### config.mk
export PLATFORM = sky130hd
export DESIGN_NAME = pipe_hazard_ctrl_flat
export DESIGN_NICKNAME = d
export VERILOG_FILES = /design/src/rtl/pipe_pkg.sv /design/src/rtl/pipe_hazard_ctrl_if.sv /design/src/rtl/pipe_hazard_ctrl_lu_hazard_det.sv /design/src/rtl/pipe_hazard_ctrl.sv /design/src/flat_wrapper.sv
export SDC_FILE = /design/constraint.sdc
export NUM_CORES = 1
export LEC_CHECK = 0
export BUFFER_PORTS_ARGS = -buffer_cell sky130_fd_sc_hd__buf_2
export CAP_MARGIN = 20
export CORE_AREA = 2 2 39 41
export DETAILED_ROUTE_END_ITERATION = 6
export DIE_AREA = 0 0 41 43
export PLACE_DENSITY = 0.74
export SLEW_MARGIN = 10
export SYNTH_ARGS = -nofsm -noshare
export SYNTH_HDL_FRONTEND = slang
export SYNTH_SLANG_ARGS = --single-unit
### constraint.sdc
create_clock -name clk -period 1.35 [get_ports clk]
set_input_delay 0.0675 -clock clk [delete_from_list [all_inputs] [get_ports clk]]
set_output_delay 0.0675 -clock clk [all_outputs]
set_load 0.02 [all_outputs]
### src/rtl/pipe_pkg.sv
// Shared types and constants for the pipeline hazard controller.
package pipe_pkg;

  typedef enum logic [2:0] {
    StRun      = 3'd0,
    StLuStall  = 3'd1,
    StImemWait = 3'd2,
    StDmemWait = 3'd3
  } hz_state_t;

  localparam int unsigned REG_ZERO = 0;

  // addi x0, x0, 0: what the pipeline registers hold after a flush or bubble
  localparam logic [31:0] NOP_INSTR = 32'h0000_0013;

endpackage

### src/rtl/pipe_hazard_ctrl_if.sv
// Operand/destination info, branch and memory handshakes in; pipeline enables out.
interface pipe_hazard_ctrl_if #(
  parameter int unsigned REG_ADDR_W = 5
);

  logic [REG_ADDR_W-1:0] id_rs1;
  logic [REG_ADDR_W-1:0] id_rs2;
  logic                  id_use_rs1;
  logic                  id_use_rs2;
  logic [REG_ADDR_W-1:0] ex_rd;
  logic                  ex_mem_read;
  logic                  ex_branch_taken;
  logic                  imem_valid;
  logic                  mem_req;
  logic                  mem_ready;

  logic                  pc_en;
  logic                  ifid_en;
  logic                  ifid_flush;
  logic                  idex_bubble;
  logic                  back_en;
  logic [2:0]            state_o;

  modport master (
    output id_rs1, id_rs2, id_use_rs1, id_use_rs2, ex_rd, ex_mem_read,
           ex_branch_taken, imem_valid, mem_req, mem_ready,
    input  pc_en, ifid_en, ifid_flush, idex_bubble, back_en, state_o
  );

  modport slave (
    input  id_rs1, id_rs2, id_use_rs1, id_use_rs2, ex_rd, ex_mem_read,
           ex_branch_taken, imem_valid, mem_req, mem_ready,
    output pc_en, ifid_en, ifid_flush, idex_bubble, back_en, state_o
  );

endinterface

### src/rtl/pipe_hazard_ctrl_lu_hazard_det.sv
// Load-use hazard comparator: a load in EX writing a register the ID instruction reads.
module lu_hazard_det
  import pipe_pkg::*;
#(
  parameter int unsigned REG_ADDR_W = 5
) (
  input  logic [REG_ADDR_W-1:0] id_rs1_i,
  input  logic [REG_ADDR_W-1:0] id_rs2_i,
  input  logic                  id_use_rs1_i,
  input  logic                  id_use_rs2_i,
  input  logic [REG_ADDR_W-1:0] ex_rd_i,
  input  logic                  ex_mem_read_i,
  output logic                  hazard_o
);

  logic rd_nonzero;
  logic rs1_match;
  logic rs2_match;

  always_comb begin
    rd_nonzero = (ex_rd_i != REG_ADDR_W'(REG_ZERO));
    rs1_match  = id_use_rs1_i && (id_rs1_i == ex_rd_i);
    rs2_match  = id_use_rs2_i && (id_rs2_i == ex_rd_i);
    hazard_o   = ex_mem_read_i && rd_nonzero && (rs1_match || rs2_match);
  end

endmodule

### src/rtl/pipe_hazard_ctrl.sv
// Front-half pipeline sequencer: PC/IF-ID/ID-EX/back-end controls from hazards and misses.
// Optional performance counters are built when PIPE_HAZARD_PERF_EN is defined.
module pipe_hazard_ctrl
  import pipe_pkg::*;
#(
  parameter int unsigned REG_ADDR_W     = 5,
`ifdef PIPE_HAZARD_PERF_EN
  parameter int unsigned CNT_W          = 32,
`endif
  parameter int unsigned LOAD_USE_STALL = 1
) (
  input  logic               clk,
  input  logic               reset,
`ifdef PIPE_HAZARD_PERF_EN
  output logic [CNT_W-1:0]   stall_cycles,
  output logic [CNT_W-1:0]   flush_count,
`endif
  pipe_hazard_ctrl_if.slave  bus
);

  hz_state_t  state_q, state_d;
  logic [1:0] lu_cnt_q, lu_cnt_d;
  logic       lu_hazard;
  logic       dmiss;
  logic       pc_en, ifid_en, ifid_flush, idex_bubble, back_en;

  lu_hazard_det #(
    .REG_ADDR_W(REG_ADDR_W)
  ) u_lu_det (
    .id_rs1_i      (bus.id_rs1),
    .id_rs2_i      (bus.id_rs2),
    .id_use_rs1_i  (bus.id_use_rs1),
    .id_use_rs2_i  (bus.id_use_rs2),
    .ex_rd_i       (bus.ex_rd),
    .ex_mem_read_i (bus.ex_mem_read),
    .hazard_o      (lu_hazard)
  );

  assign dmiss = bus.mem_req && !bus.mem_ready;

  // RUN, IMEM_WAIT and a completing DMEM_WAIT all share the RUN evaluation rules.
  always_comb begin
    state_d     = state_q;
    lu_cnt_d    = lu_cnt_q;
    pc_en       = 1'b1;
    ifid_en     = 1'b1;
    ifid_flush  = 1'b0;
    idex_bubble = 1'b0;
    back_en     = 1'b1;
    if (reset) begin
      pc_en       = 1'b0;
      ifid_en     = 1'b0;
      ifid_flush  = 1'b1;
      idex_bubble = 1'b1;
      back_en     = 1'b0;
      state_d     = StRun;
      lu_cnt_d    = 2'd0;
    end else if (dmiss) begin
      pc_en    = 1'b0;
      ifid_en  = 1'b0;
      back_en  = 1'b0;
      state_d  = StDmemWait;
      lu_cnt_d = 2'd0;
    end else if (bus.ex_branch_taken) begin
      ifid_flush  = 1'b1;
      idex_bubble = 1'b1;
      state_d     = StRun;
      lu_cnt_d    = 2'd0;
    end else if (state_q == StLuStall) begin
      pc_en       = 1'b0;
      ifid_en     = 1'b0;
      idex_bubble = 1'b1;
      lu_cnt_d    = lu_cnt_q - 2'd1;
      if (lu_cnt_q <= 2'd1) begin
        state_d = StRun;
      end
    end else if (lu_hazard) begin
      pc_en       = 1'b0;
      ifid_en     = 1'b0;
      idex_bubble = 1'b1;
      if (LOAD_USE_STALL > 1) begin
        state_d  = StLuStall;
        lu_cnt_d = 2'(LOAD_USE_STALL - 1);
      end else begin
        state_d = StRun;
      end
    end else if (!bus.imem_valid) begin
      pc_en      = 1'b0;
      ifid_en    = 1'b0;
      ifid_flush = 1'b1;
      state_d    = StImemWait;
    end else begin
      state_d = StRun;
    end
  end

  always_ff @(posedge clk) begin
    if (reset) begin
      state_q  <= StRun;
      lu_cnt_q <= 2'd0;
    end else begin
      state_q  <= state_d;
      lu_cnt_q <= lu_cnt_d;
    end
  end

  assign bus.pc_en       = pc_en;
  assign bus.ifid_en     = ifid_en;
  assign bus.ifid_flush  = ifid_flush;
  assign bus.idex_bubble = idex_bubble;
  assign bus.back_en     = back_en;
  assign bus.state_o     = state_q;

`ifdef PIPE_HAZARD_PERF_EN
  logic [CNT_W-1:0] stall_q, stall_d;
  logic [CNT_W-1:0] flush_q, flush_d;

  always_comb begin
    stall_d = stall_q;
    flush_d = flush_q;
    if (!reset && !pc_en) begin
      stall_d = stall_q + CNT_W'(1);
    end
    if (!reset && !dmiss && bus.ex_branch_taken) begin
      flush_d = flush_q + CNT_W'(1);
    end
  end

  always_ff @(posedge clk) begin
    if (reset) begin
      stall_q <= '0;
      flush_q <= '0;
    end else begin
      stall_q <= stall_d;
      flush_q <= flush_d;
    end
  end

  assign stall_cycles = stall_q;
  assign flush_count  = flush_q;
`endif

endmodule

### src/flat_wrapper.sv
// flat-port wrapper written by rule: the top's interface ports become plain ports
module pipe_hazard_ctrl_flat import pipe_pkg::*;
#(
  parameter int unsigned REG_ADDR_W     = 5,

  parameter int unsigned LOAD_USE_STALL = 1
)
  (clk, reset, bus_id_rs1, bus_id_rs2, bus_id_use_rs1, bus_id_use_rs2, bus_ex_rd, bus_ex_mem_read, bus_ex_branch_taken, bus_imem_valid, bus_mem_req, bus_mem_ready, bus_pc_en, bus_ifid_en, bus_ifid_flush, bus_idex_bubble, bus_back_en, bus_state_o);
  pipe_hazard_ctrl_if #(.REG_ADDR_W(REG_ADDR_W)) bus_i ();
  input  logic clk;
  input  logic reset;
  input wire logic [$bits(bus_i.id_rs1)-1:0] bus_id_rs1;
  input wire logic [$bits(bus_i.id_rs2)-1:0] bus_id_rs2;
  input wire logic [$bits(bus_i.id_use_rs1)-1:0] bus_id_use_rs1;
  input wire logic [$bits(bus_i.id_use_rs2)-1:0] bus_id_use_rs2;
  input wire logic [$bits(bus_i.ex_rd)-1:0] bus_ex_rd;
  input wire logic [$bits(bus_i.ex_mem_read)-1:0] bus_ex_mem_read;
  input wire logic [$bits(bus_i.ex_branch_taken)-1:0] bus_ex_branch_taken;
  input wire logic [$bits(bus_i.imem_valid)-1:0] bus_imem_valid;
  input wire logic [$bits(bus_i.mem_req)-1:0] bus_mem_req;
  input wire logic [$bits(bus_i.mem_ready)-1:0] bus_mem_ready;
  output wire logic [$bits(bus_i.pc_en)-1:0] bus_pc_en;
  output wire logic [$bits(bus_i.ifid_en)-1:0] bus_ifid_en;
  output wire logic [$bits(bus_i.ifid_flush)-1:0] bus_ifid_flush;
  output wire logic [$bits(bus_i.idex_bubble)-1:0] bus_idex_bubble;
  output wire logic [$bits(bus_i.back_en)-1:0] bus_back_en;
  output wire logic [$bits(bus_i.state_o)-1:0] bus_state_o;
  assign bus_i.id_rs1 = bus_id_rs1;
  assign bus_i.id_rs2 = bus_id_rs2;
  assign bus_i.id_use_rs1 = bus_id_use_rs1;
  assign bus_i.id_use_rs2 = bus_id_use_rs2;
  assign bus_i.ex_rd = bus_ex_rd;
  assign bus_i.ex_mem_read = bus_ex_mem_read;
  assign bus_i.ex_branch_taken = bus_ex_branch_taken;
  assign bus_i.imem_valid = bus_imem_valid;
  assign bus_i.mem_req = bus_mem_req;
  assign bus_i.mem_ready = bus_mem_ready;
  assign bus_pc_en = bus_i.pc_en;
  assign bus_ifid_en = bus_i.ifid_en;
  assign bus_ifid_flush = bus_i.ifid_flush;
  assign bus_idex_bubble = bus_i.idex_bubble;
  assign bus_back_en = bus_i.back_en;
  assign bus_state_o = bus_i.state_o;
  pipe_hazard_ctrl #(.REG_ADDR_W(REG_ADDR_W), .LOAD_USE_STALL(LOAD_USE_STALL)) u_core (.clk(clk), .reset(reset), .bus(bus_i));
endmodule
==> out/results.tsv, run 1 <==
metric	value	unit
Ant. Diodes	0	
Power, Total	0.471	mW
DRT iter0 DRCs	1	
first-pass GRT wire length	1.70	mm
Via Count	491	
hold crit path type	input pin to register	
Inserted Clock Buffers	3	
max_cap viols	0	
arrival time worst endpoint	1.28	ns
RSZ-0062 raised after global routing	yes	
layout cells sized above 1	0.494	
Post-CTS Hold Buffers	0	
# port buffers	30	
drt pass-1 iters	2	
Seq/Total Area, Yosys	0.184	
largest net degree at the start of global routing	10	
Final Hold Fails	0	
final core occ	0.481	
fmax	0.740	GHz
remaining global-route overflow	0	
placed cell areas	611	sq um
chip width	41	um
worst skew pair latency	0.24	ns
worst path cell trace	buf_6 > or4_4 > o21ai_4 > nand4b_1 > o211ai_1 > buf_4	
Worst Path Required	1.28	ns
Final nets	116	
Cell Area, Synth	435	sq um
Area contributors post-synth	xnor2_1 (22%), dfxtp_1 (18%), a21oi_1 (6.9%)	
Post-Layout Inst Area	666	sq um
Chip Height	43	um
status	finished with violations	
Area growth, synth to finish	52.9	%
worst setup margin	-0.00113	ns
critical path fanouts, max	4	
Total Routing Usage GR	0.143	
clk_skew	0.00356	ns
startpoint types	input pin	
yosys warns	0	
Fillers	140	
number of H-tree levels	1	
net count after synthesis	82	
max-slew violations	0	
setup_tns	-0.00188	ns
clock tree buffer depth	2	
Yosys reg bits	4	
Distinct cells, synth	27	
gpl congestion	0.676	
initial antenna violation count	0	
CTS root buf	clkbuf_4	
Slowest-stage cell, CP	or4_4	
CTS sink count	4	
min Tclk post-route	1.35	ns
detailed placement HPWL	893	um
Avg Inst Size Synth	7.64	sq um
Synth area leader	xnor2_1	
vias in the first global route	467	
I/O pins	32	
routed len/inst	10.3	um
Setup crit end kind	output port	
clock transition at the registers of the reported paths	0.04	ns
hold_ws	0.113	ns
Setup CP Type	input pin to output port	
number of setup violations in the final report	2	
PD cells	707	nW/um^2
row count	14	
CP peak stage delay	0.53	ns
vias per cell	4.68	
post-route antenna net violation count	0	
Max rail drop VDD	0.209	mV
Core ar.	1380	sq um
failing checks	negative setup slack	
initial core utilization	0.315	
Final Routed Wirelength	1.08	mm
Die Area	1760	sq um
Final period util	1.00	
top cell type's share of synthesized area	0.221	
CTS tree	done	
Mapped Cells	57	
DRC violations left	0	
P_leak	0.281	nW
==> critical path, delay by kind of cell <==
family                 cells  cell delay, ns
and+or+nand+nor            2            0.64
AOI/OAI and AO/OA          2            0.29
buffers and inverters      2            0.27
==> Yosys cell counts (all sizes together) <==
| cell type | instances |
|---|---|
| clkbuf | 2 |
| nor2 | 4 |
| nand4b | 1 |
| nand3 | 1 |
| nor3 | 1 |
| inv | 2 |
| buf | 3 |
| nand3b | 1 |
| a21oi | 6 |
| o211ai | 1 |
| o21ai | 2 |
| xnor2 | 11 |
| dfxtp | 4 |
| nand2b | 1 |
| nor2b | 3 |
| nand2 | 3 |
| o22ai | 1 |
| nor4 | 3 |
| ha | 1 |
| conb | 1 |
| nand4 | 2 |
| o31a | 1 |
| o41a | 1 |
| or4 | 1 |
==> layout make-up <==
type,instances,area [sq um],area share
sequential,4,82.6,0.124
tap,16,20.0,0.0301
clock buffer,3,22.5,0.0338
inverter,2,7.51,0.0113
multi-input combinational,46,333,0.500
timing repair buffer,34,200,0.301
==> cells by family (layout without fill, tap and decap cells) <==
| family | count (synthesis) | in the layout | synth area share |
|---|---|---|---|
| AO/OA/AOI/OAI | 12 | 12 | 0.195 |
| XOR/XNOR | 11 | 11 | 0.221 |
| adder cells (fa/ha/maj) | 1 | 1 | 0.0287 |
| buffers and inverters | 7 | 39 | 0.0805 |
| flip-flops | 4 | 4 | 0.184 |
| other | 1 | 1 | 0.00861 |
| AND/OR/NAND/NOR | 21 | 21 | 0.282 |
==> metrics by stage <==
stage	worst slack [ns]	cells
after global placement	-0.0153	102
final	-0.00113	105
after floorplan	-0.160	57
after detailed placement	-0.0242	102
after global routing	-0.0687	105
after CTS	-0.0600	106
==> sequential cells by signal, indices dropped and copies added, names as in the netlist <==
register,cells
u_core.bus.state_o,2
u_core.lu_cnt_q,2
==> placed cells by master, fill, tap and decap left out, drive strengths merged <==
master,n
nor2,4
buf,34
nor2b,3
dfxtp,4
conb,1
nor3,1
nand4b,1
clkbuf,3
nand3b,1
or4,1
o31a,1
a21oi,6
nand4,2
nand3,1
o41a,1
ha,1
inv,2
nand2,3
o21ai,2
xnor2,11
o22ai,1
o211ai,1
nand2b,1
nor4,3
==> worst paths after layout <==
path | depth (start not counted) | slack (ns) | from | endpoint
worst max-delay path | 6 | -0.001 | bus_ex_rd[1] | bus_ifid_en
worst min-delay path | 2 | 0.11 | bus_ex_branch_taken | u_core.lu_cnt_q[0]
worst max register to register | 4 | 0.29 | u_core.bus.state_o[0] | u_core.lu_cnt_q[1]
worst min register to register | 2 | 0.47 | u_core.lu_cnt_q[1] | u_core.bus.state_o[0]
==> per-layer routing <==
| metal | track usage | up-vias | part of all wire |
|---|---|---|---|
| met4 | 0.0800 | 0 | 0 |
| met3 | 0.0471 | 0 | 0.11 |
| met5 | 0 | - | 0 |
| met2 | 0.244 | 27 | 0.52 |
| li1 | - | 261 | - |
| met1 | 0.140 | 203 | 0.37 |
==> where the power goes <==
part | leakage [nW] | switching, mW | internal, mW
sequential | 0.0334 | 0.00357 | 0.125
combinational | 0.234 | 0.0949 | 0.0973
clock | 0.0138 | 0.0505 | 0.0995
==> timing repair <==
action / in CTS / in global routing
buffers inserted: 1 / 0
endpoints found under the setup margin: 4 / 4
pin swaps: 2 / 2
gates cloned: 0 / 0
gates resized for setup: 4 / 5
hold endpoints to repair: 0 / 0
No activity file was read; power rests on OpenSTA's default activity.
==> run 2: changes to the inputs <==
--- a/config.mk
+++ b/config.mk
@@ -7,10 +7,11 @@
 export LEC_CHECK = 0
 export BUFFER_PORTS_ARGS = -buffer_cell sky130_fd_sc_hd__buf_2
 export CAP_MARGIN = 20
-export CORE_AREA = 2 2 39 41
+export CORE_AREA = 5 5 42 44
 export DETAILED_ROUTE_END_ITERATION = 6
-export DIE_AREA = 0 0 41 43
+export DIE_AREA = 0 0 47 49
 export PLACE_DENSITY = 0.74
+export REMOVE_ABC_BUFFERS = 1
 export SLEW_MARGIN = 10
 export SYNTH_ARGS = -nofsm -noshare
 export SYNTH_HDL_FRONTEND = slang
==> run 2 against run 1 <==
The run still ends with negative setup slack left. Maximum frequency is 2.1% lower. Sequential share of layout area is 0.21 points lower. Cell area is 0.19% higher. Final cell count is 0.95% higher. Clock power hardly changed. Die area is 31% higher. Combinational power hardly changed. Sequential power hardly changed. Register-to-register slack worse by 0.02 ns. Global-route usage is 2.3 points lower. Critical endpoint unchanged. Largest power group unchanged. Highest routed layer is now met4.
==> out/results.tsv, run 2 (synthesis gave the netlist of run 1 again) <==
metric	value	unit	change
CTS sink count	4		unchanged
critical path fanouts, max	5		was 4
failing checks	negative setup slack		unchanged
P_leak	0.283	nW	was 0.281 nW
drt pass-1 iters	2		unchanged
Total Routing Usage GR	0.120		was 0.143
Setup CP Type	register to output port		was input pin to output port
vias in the first global route	539		was 467
postcts setup bufs	0		was 1
Reg2Reg Setup Slack	0.27	ns	was 0.29 ns
max-slew violations	0		unchanged
Slowest-stage cell, CP	dfxtp_2		was or4_4
Area growth, synth to finish	53.2	%	was 52.9%
max_cap viols	0		unchanged
fmax	0.725	GHz	was 0.740 GHz
Inserted Clock Buffers	3		unchanged
startpoint types	register		was input pin
Inst Count DP	103		was 102
Final Routed Wirelength	1.21	mm	was 1.08 mm
arrival time worst endpoint	1.31	ns	was 1.28 ns
min Tclk post-route	1.38	ns	was 1.35 ns
Chip Height	49	um	was 43 um
Post-CTS Hold Buffers	0		unchanged
DRC violations left	0		unchanged
Worst R2R Start	u_core.bus.state_o[0]		unchanged
routed len/inst	11.5	um	was 10.3 um
worst skew pair latency	0.23	ns	was 0.24 ns
Reg2Reg Depth	5		was 4
Core ar.	1400	sq um	was 1380 sq um
Register Area	81.3	sq um	was 82.6 sq um
number of H-tree levels	1		unchanged
DRT iter0 DRCs	5		was 1
worst path cell trace	nor2b_4 > buf_6 > nand3b_1 > o211ai_1 > buf_4		was buf_6 > or4_4 > o21ai_4 > nand4b_1 > o211ai_1 > buf_4
chip width	47	um	was 41 um
hold crit path type	input pin to register		unchanged
first-pass GRT wire length	2.05	mm	was 1.70 mm
detailed placement HPWL	1.05	mm	was 893 um
Critical Path Sink	bus_ifid_en		unchanged
Final Hold Fails	0		unchanged
initial antenna violation count	0		unchanged
worst setup margin	-0.0295	ns	was -0.00113 ns
row count	14		unchanged
Max rail drop VDD	0.207	mV	was 0.209 mV
CTS tree	done		unchanged
Via Count	516		was 491
final core occ	0.476		was 0.481
post-route antenna net violation count	0		unchanged
largest net degree at the start of global routing	10		unchanged
# port buffers	30		unchanged
Final nets	117		was 116
Worst Path Required	1.28	ns	about the same
clk_skew	0.00114	ns	was 0.00356 ns
layout cells sized above 1	0.489		was 0.494
most common cell after layout, fill and taps aside	buf_2		unchanged
Setup crit end kind	output port		unchanged
I/O pins	32		unchanged
number of setup violations in the final report	2		unchanged
status	finished with violations		unchanged
vias per cell	4.87		was 4.68
PD cells	703	nW/um^2	was 707 nW/um^2
RSZ-0062 raised after global routing	yes		unchanged
multi-input logic area	334	sq um	was 333 sq um
capturing point of the worst reg2reg path	u_core.bus.state_o[1]		was u_core.lu_cnt_q[1]
setup_tns	-0.0585	ns	was -0.00188 ns
highest-count cells in the layout ignoring fill and taps	buf_2 (26), xnor2_1 (11), buf_4 (8)		was buf_2 (25), xnor2_1 (11), buf_4 (7)
remaining global-route overflow	0		unchanged
Fillers	156		was 140
Final period util	1.02		was 1.00
Post-Layout Cell Count	106		was 105
Die Area	2300	sq um	was 1760 sq um
clock tree buffer depth	2		unchanged
Ant. Diodes	0		unchanged
CP peak stage delay	0.31	ns	was 0.53 ns
gpl congestion	0.777		was 0.676
clock transition at the registers of the reported paths	0.04	ns	about the same
initial core utilization	0.311		was 0.315
crit path from	u_core.bus.state_o[0]		was bus_ex_rd[1]
CTS root buf	clkbuf_4		unchanged
==> run 2: cell types whose count changed in the layout (fill, tap and decap cells not counted), sizes merged <==
cell,change
buf,+1
==> run 2: layer usage <==
metal,vias up,share of wire,global-route usage
li1,263,-,-
met1,224,0.32,0.118
met2,27,0.54,0.217
met3,2,0.13,0.0295
met4,0,0.0091,0.0553
met5,-,0,0
==> run 2: timing repair <==
action,CTS,global route
endpoints found under the setup margin,4,4
resized for setup,6,3
pin swaps,1,2
==> run 2: how the worst min path moves through the flow <==
stage	slack (ns)	end	start	cells past startpoint
finish	0.11	u_core.bus.state_o[0]	reset	2
global route	0.12	u_core.bus.state_o[0]	reset	2
CTS	0.11	u_core.lu_cnt_q[0]	bus_ex_branch_taken	2
detailed placement	0.35	u_core.lu_cnt_q[0]	bus_ex_branch_taken	2
global placement	0.35	u_core.lu_cnt_q[0]	bus_ex_branch_taken	2
floorplan	0.14	u_core.bus.state_o[0]	reset	1
==> run 2: power breakdown <==
part / total [mW] / internal (mW) / switching (mW)
logic: 0.192 / 0.0959 / 0.0963
registers: 0.128 / 0.124 / 0.00362
clock network: 0.149 / 0.0995 / 0.0496
==> run 2: critical path: cells and delay by family (launching register included) <==
kind / cells / cell delay (ns)
flip-flops: 1 / 0.31
buffers and inverters: 2 / 0.30
AND/OR/NAND/NOR: 2 / 0.27
AO/OA/AOI/OAI: 1 / 0.20
==> run 2: area by class of cell <==
class | count | area share
Sequential cell | 4 | 0.122
Tap cell | 16 | 0.0300
Inverter | 2 | 0.0113
Timing Repair Buffer | 35 | 0.302
Clock buffer | 3 | 0.0338
Multi-Input combinational cell | 46 | 0.501
==> run 2: stage by stage <==
stage	hold WS [ns]	power [mW]	area (sq um)	setup slack, ns
final	0.114	0.469	667	-0.0295
after global routing	0.124	0.503	667	-0.122
after CTS	0.112	0.475	657	-0.0630
after detailed placement	0.348	0.311	616	-0.0282
after global placement	0.347	0.306	616	-0.0154
after floorplan	0.137	0.223	408	-0.148
